===== src/rtl/handshake_constant_arbiter.sv =====
// rtl/handshake_constant_arbiter.sv - round-robin arbiter granting dataless tokens onto one registered constant channel
module handshake_constant_arbiter #(
    parameter int NUM_IN      = 4,
    parameter int DATA_WIDTH  = 32,
    parameter     CONST_VALUE = 0,
    parameter int INDEX_WIDTH = $clog2(NUM_IN)
) (
    input  logic                   clk,
    input  logic                   rst,
    input  logic [NUM_IN-1:0]      ctrl_valid,
    output logic [NUM_IN-1:0]      ctrl_ready,
    output logic [DATA_WIDTH-1:0]  outs,
    output logic [INDEX_WIDTH-1:0] outs_index,
    output logic                   outs_valid,
    input  logic                   outs_ready
);

    localparam logic [DATA_WIDTH-1:0] L_CONST = DATA_WIDTH'(CONST_VALUE);

    logic                   r_valid;
    logic [DATA_WIDTH-1:0]  r_data;
    logic [INDEX_WIDTH-1:0] r_index;
    logic [INDEX_WIDTH-1:0] r_ptr;

    logic                   w_accept;
    logic                   w_any;
    logic                   w_xfer;
    logic [INDEX_WIDTH-1:0] w_grant;
    logic [INDEX_WIDTH-1:0] w_scan_idx;
    logic [INDEX_WIDTH-1:0] w_ptr_next;

    assign w_accept = !r_valid || outs_ready;

    // Scan from the far end back toward ptr so the last hit is the closest requester.
    always_comb begin
        w_any      = 1'b0;
        w_grant    = '0;
        w_scan_idx = '0;
        for (int k = NUM_IN - 1; k >= 0; k--) begin
            w_scan_idx = INDEX_WIDTH'((int'(r_ptr) + k) % NUM_IN);
            if (ctrl_valid[w_scan_idx]) begin
                w_any   = 1'b1;
                w_grant = w_scan_idx;
            end
        end
    end

    assign w_xfer     = w_any && w_accept && rst;
    assign w_ptr_next = (w_grant == INDEX_WIDTH'(NUM_IN - 1)) ? '0 : w_grant + 1'b1;

    always_comb begin
        ctrl_ready = '0;
        for (int i = 0; i < NUM_IN; i++) begin
            ctrl_ready[i] = w_xfer && (w_grant == INDEX_WIDTH'(i));
        end
    end

    always_ff @(posedge clk) begin
        if (!rst) begin
            r_valid <= 1'b0;
            r_data  <= '0;
            r_index <= '0;
            r_ptr   <= '0;
        end else if (w_xfer) begin
            r_valid <= 1'b1;
            r_data  <= L_CONST;
            r_index <= w_grant;
            r_ptr   <= w_ptr_next;
        end else if (r_valid && outs_ready) begin
            r_valid <= 1'b0;
        end
    end

    assign outs       = r_data;
    assign outs_index = r_index;
    assign outs_valid = r_valid;

endmodule


===== config.mk =====
export PLATFORM = sky130hd
export DESIGN_NAME = handshake_constant_arbiter
export DESIGN_NICKNAME = d
export VERILOG_FILES = /design/src/rtl/handshake_constant_arbiter.sv
export SDC_FILE = /design/constraint.sdc
export NUM_CORES = 1
export LEC_CHECK = 0
export BUFFER_PORTS_ARGS = -buffer_cell sky130_fd_sc_hd__buf_2
export CELL_PAD_IN_SITES_DETAIL_PLACEMENT = 1
export CELL_PAD_IN_SITES_GLOBAL_PLACEMENT = 2
export CORE_AREA = 4 4 64 66
export CTS_CLUSTER_SIZE = 8
export DETAILED_ROUTE_END_ITERATION = 10
export DIE_AREA = 0 0 68 70
export PLACE_DENSITY = 0.77
export RECOVER_POWER = 100
export SLEW_MARGIN = 30
export SYNTH_ARGS = -nofsm -noshare
export SYNTH_HDL_FRONTEND = slang
export SYNTH_SLANG_ARGS = --single-unit

===== constraint.sdc =====
create_clock -name clk -period 1.5 [get_ports clk]
set_clock_uncertainty 0.15 [all_clocks]
set_input_delay 0.3 -clock clk [delete_from_list [all_inputs] [get_ports clk]]
set_output_delay 0.3 -clock clk [all_outputs]
set_load 0.01 [all_outputs]

# ---- Yosys cells after proc, flatten, opt, wreduce, memory -nomap -nowiden
# Cells that the tools add are included.
dict set report word_totals {
  ff_bits 5
  input_bits 7
  output_inout_bits 39
  wordCells 44
}
dict set report classes {
  n_addsub 4
  n_lt_le_gt_ge 4
  eq_ne 3
  mux 19
  n_reduce_logical 11
}
# operator n
set op_table {}
lappend op_table {{2-bit by 3-bit < comparator with 1-bit output, second input constant} 4}
lappend op_table {{1-bit two-way mux} 10}
lappend op_table {{2-bit two-way mux} 5}
lappend op_table {{1-bit binary-select mux with 2-bit select} 4}
lappend op_table {{1-bit logical AND} 7}
lappend op_table {{2-bit by 1-bit adder with 2-bit output, second input constant} 2}
lappend op_table {{2-bit adder, second input constant} 2}
lappend op_table {{2-bit equality test, second input constant} 2}
lappend op_table {{2-bit by 1-bit equality test with 1-bit output, second input constant} 1}
lappend op_table {{2-bit logical NOT} 1}
lappend op_table {{2-bit nonzero test} 1}
lappend op_table {{1-bit logical NOT} 1}
lappend op_table {{1-bit logical OR} 1}

# ---- Depth between registers and ports, before layout
dict set report logic_depth {
  depth_word 10
  mapped_depth 5
  depth_no_buf 5
}

# ---- Worst setup path after synthesis
# OpenSTA, ideal clock, no wires.
dict set report synth_path {
  path_type {in2out}
  start {in ctrl_valid[2]}
  end {out ctrl_ready[0]}
  arrival_time_ns 1.200
  setup_slack_ns -0.150
  cell_stages 5
  n_path_buf 0
  cell_sequence {or2b_1 > a21oi_1 > a211oi_4 > nand3b_1 > nor2_1}
}
dict set report synth_between {
  elab_chain_cells 9
  word_cells_on_any_way 20
  classes_between {mux: 16; reduce/logical: 4}
}
# element line
set synth_rtl {}
lappend synth_rtl {{start, declared} 10} ;# input logic [NUM_IN-1:0] ctrl_valid,
lappend synth_rtl {{1-bit binary-select mux with 2-bit select} 41} ;# if (ctrl_valid[w_scan_idx]) begin
lappend synth_rtl {{1-bit two-way mux (not written as such)} 41}
lappend synth_rtl {{1-bit two-way mux (4 in series)} 41}
lappend synth_rtl {{1-bit logical AND (2 in series)} 48} ;# assign w_xfer = w_any && w_accept && rst;
lappend synth_rtl {{1-bit logical AND *} 54} ;# ctrl_ready[i] = w_xfer && (w_grant == INDEX_WIDTH'(i));
lappend synth_rtl {{end, declared} 11} ;# output logic [NUM_IN-1:0] ctrl_ready,
# Every way passes the cells marked *; elsewhere a longest branch is shown, timed or not. The select of a mux whose other input is x is not followed.

# ---- Final worst setup path
dict set report layout_path {
  start {reg r_ptr[0]}
  end {out ctrl_ready[0]}
}
dict set report layout_between {
  elab_chain_cells 10
  word_cells_on_any_way 23
  classes_between {add/sub: 3; mux: 16; reduce/logical: 4}
}
# element line
set layout_rtl {}
lappend layout_rtl {{start, declared} 23} ;# logic [INDEX_WIDTH-1:0] r_ptr;
lappend layout_rtl {{start signal, assigned} 68} ;# r_ptr <= w_ptr_next;
lappend layout_rtl {{2-bit adder} 40} ;# w_scan_idx = INDEX_WIDTH'((int'(r_ptr) + k) % NUM_IN);
lappend layout_rtl {{1-bit binary-select mux with 2-bit select} 41}
lappend layout_rtl {{1-bit two-way mux (not written as such)} 41}
lappend layout_rtl {{1-bit two-way mux (4 in series)} 41}
lappend layout_rtl {{1-bit logical AND (2 in series)} 48}
lappend layout_rtl {{1-bit logical AND *} 54}
# Marked as above.

==> results.yml <==
power:
  fin_total_pwr_uw: 595
  power.static_leakage_uw: 0.000360
  power_per_cell_area_nw_per_um2: 841
  irDropWorstVdd_mv: 0.269
timing:
  final-setup-viol-count: 4
  finalCritPeriodShare: 1.26
  timing.final.max_slew_violations: 0
  fin_crit_ps: 1900
  worst_slack_ps: -395
  maxClockFrequency_ghz: 0.528
  final-hold-violation-count: 0
  rsz0062_at_grt: "true"
worst_setup_path:
  path_max_fanout: 3
  cp-endpoint: "ctrl_ready[0]"
  r2r_end: "r_ptr[1]$_SDFFE_PN0P_"
  arrival_ps: 1450
  first_element_of_the_critical_path: "r_ptr[0]$_SDFFE_PN0P_"
  reg2reg_from: "r_ptr[0]$_SDFFE_PN0P_"
  critPathLaunchType: "flip-flop"
  crit_path_kind: "reg2out"
  crit_path_end_kind: "output port"
  reg2regPathDepth: 6
  worst-endpoint-required_ps: 1050
  setup.reg_to_reg.worst_slack_ps: 10
synth:
  syn_area_per_cell_um2: 7.95
  synth_enable_flop_cells: 0
  synth-warning-count: 0
  yosysSeqAreaShare: 0.180
  mappedNetlistArea_um2: 557
  synth.top_cells.by_count: "32 x sky130_fd_sc_hd__buf_4, 5 x sky130_fd_sc_hd__dfxtp_1, 5 x sky130_fd_sc_hd__nor2_1"
  postSynthCellCount: 70
  async_reset_ff_frac: 0
  synth_top_cell_area_share: 0.431
  ys_dominant_reg_cell: "sky130_fd_sc_hd__dfxtp_1"
  synthTopCellsByArea: "sky130_fd_sc_hd__buf_4 43%, sky130_fd_sc_hd__dfxtp_1 18%, sky130_fd_sc_hd__a211oi_4 3.6%"
  ys_seq_elements: 5
  post-synth-top-area-cell: "sky130_fd_sc_hd__buf_4"
  synthMostInstantiatedCell: "sky130_fd_sc_hd__buf_4"
  post_synth_num_cell_types: 22
routing:
  initialDrtViolationCount: 4
  final_antenna_net_count: 0
  routed_wl_um: 1340
  wl_per_cell_um: 9.43
  routed_via_density: 3.12
  drt_first_pass_iters: 4
  route.vias.total: 443
  post-route-drc-count: 0
global_routing:
  antenna_violations_before_repair: 0
  grt_pass1_wl_um: 1900
  via_count_of_the_first_global_routing_pass: 418
  globalRouteTotalUtil: 0.0537
  globalRoute.totalOverflow: 0
  grt_max_degree: 8
cts:
  ctsLongestPathBuffers: 2
  cts_tree: "yes"
  htree_levels: 1
  cts_buffers: 3
  cts_hold_buf: 0
  tritoncts_num_sinks: 5
  clock-root-buffer: "sky130_fd_sc_hd__clkbuf_4"
  clock_insertion_delay_worst_skew_ps: 250
  clock_transition_at_the_registers_of_the_reported_paths_ps: 50
final_layout:
  finalNonFillerCells: 142
  area_growth_syn_to_layout_pct: 27.0
  layout-drive-gt1-share: 0.394
  layout_net_count: 102
  num_antenna_cells: 0
floorplanning:
  floorplan.core_area_um2: 3580
  chipWidth_um: 68
  die_height_um: 70
  top_level_ports: 46
  die_area_um2: 4760
  start_util: 0.156
  row_count: 22
run:
  cap_violations: 0
run_status:
  violations: "setup timing"
  run_status: "complete, but fails checks"
placement:
  post-dp-hpwl_um: 1070
  place.port_buffers: 13
  place_inst: 137
  place_congestion: 0.665
hold_path:
  timing.hold.worst.class: "in2reg"
  worst_hold_path.num_cells: 4
==> worst min path at each step <==
stage,from,endpoint,slack [ps]
2_1_floorplan,rst,outs_index[0]$_SDFFE_PN0P_,280
3_3_place_gp,outs_valid$_SDFFE_PN0P_,outs_valid$_SDFFE_PN0P_,320
3_5_place_dp,outs_valid$_SDFFE_PN0P_,outs_valid$_SDFFE_PN0P_,340
4_1_cts,outs_ready,outs_valid$_SDFFE_PN0P_,200
5_1_grt,outs_ready,outs_valid$_SDFFE_PN0P_,220
6_report,outs_ready,outs_valid$_SDFFE_PN0P_,190
==> sequential cells by signal, summed over array words and instances (netlist names) <==
register and count:
outs_index 2, r_ptr 2, outs_valid 1
==> layout by cell type (no fill, tap or decap) <==
cell,count
sky130_fd_sc_hd__a211oi_4,1
sky130_fd_sc_hd__a21boi_0,1
sky130_fd_sc_hd__a21o_1,1
sky130_fd_sc_hd__a21oi_1,2
sky130_fd_sc_hd__a21oi_2,3
sky130_fd_sc_hd__buf_2,10
sky130_fd_sc_hd__buf_4,6
sky130_fd_sc_hd__buf_6,1
sky130_fd_sc_hd__clkbuf_1,4
sky130_fd_sc_hd__clkbuf_4,4
sky130_fd_sc_hd__conb_1,32
sky130_fd_sc_hd__dfxtp_1,3
sky130_fd_sc_hd__dfxtp_4,2
sky130_fd_sc_hd__inv_1,3
sky130_fd_sc_hd__mux2i_1,2
sky130_fd_sc_hd__nand2_1,1
sky130_fd_sc_hd__nand2b_4,1
sky130_fd_sc_hd__nand3_2,1
sky130_fd_sc_hd__nand3b_1,1
sky130_fd_sc_hd__nor2_1,1
sky130_fd_sc_hd__nor2_2,4
sky130_fd_sc_hd__nor2b_1,3
sky130_fd_sc_hd__nor2b_4,1
sky130_fd_sc_hd__nor4_2,1
sky130_fd_sc_hd__o21ai_0,2
sky130_fd_sc_hd__o32a_4,1
sky130_fd_sc_hd__or2b_1,1
sky130_fd_sc_hd__xnor2_2,1
==> critical path, cell delays in order, from the launching register on <==
cell                       delay [ps]
sky130_fd_sc_hd__dfxtp_4          360
sky130_fd_sc_hd__nor2b_4           40
sky130_fd_sc_hd__a21o_1           170
sky130_fd_sc_hd__a211oi_4         260
sky130_fd_sc_hd__nand3b_1         200
sky130_fd_sc_hd__nor2_2            40
sky130_fd_sc_hd__buf_2            130
==> repair_timing <==
item	CTS	global route
pin swaps	3	3
resized for setup	3	7
setup buffers	0	1
endpoints found under the setup margin	6	8
==> cell type report <==
cell class              count  area, um2
clock buffers               4       26.3
repair buffers             21        125
fillers                   467       2870
multi-input cells          61        377
well taps                  48       60.1
flip-flops and latches      5        108
inverters                   3       11.3
==> cells by family (layout without fill, tap and decap cells) <==
family,Yosys count,after routing,synth area share
AND/OR/NAND/NOR,15,15,0.157
flip-flops,5,5,0.180
other,1,32,0.00674
XOR/XNOR,1,1,0.0157
buffers and inverters,35,28,0.452
multiplexers,2,2,0.0360
AO/OA/AOI/OAI,11,11,0.153
==> report_power, final <==
group	internal, uW	total [uW]	switching [uW]
clock network	101	162	61.0
registers	153	171	18.3
logic	115	262	146
total	369	595	225
==> layer usage <==
| metal | GRT usage | part of all wire | up-vias |
|---|---|---|---|
| met1 | 0.0432 | 0.29 | 208 |
| met2 | 0.108 | 0.62 | 21 |
| met4 | 0.0397 | 0.040 | 0 |
| li1 | - | - | 208 |
| met5 | 0 | 0 | - |
| met3 | 0.00643 | 0.053 | 6 |
==> through the flow <==
stage	TNS (ps)	area, um2	setup slack [ps]	hold slack (ps)	utilization
detailed placement	-1940	629	-334	344	0.176
global placement	-1630	629	-290	324	0.176
CTS	-1700	666	-433	199	0.186
finish	-1580	707	-395	194	0.198
global route	-1940	707	-488	216	0.198
floorplan	-349	692	-97.5	278	-
No activity file was read; power rests on OpenSTA's default activity.
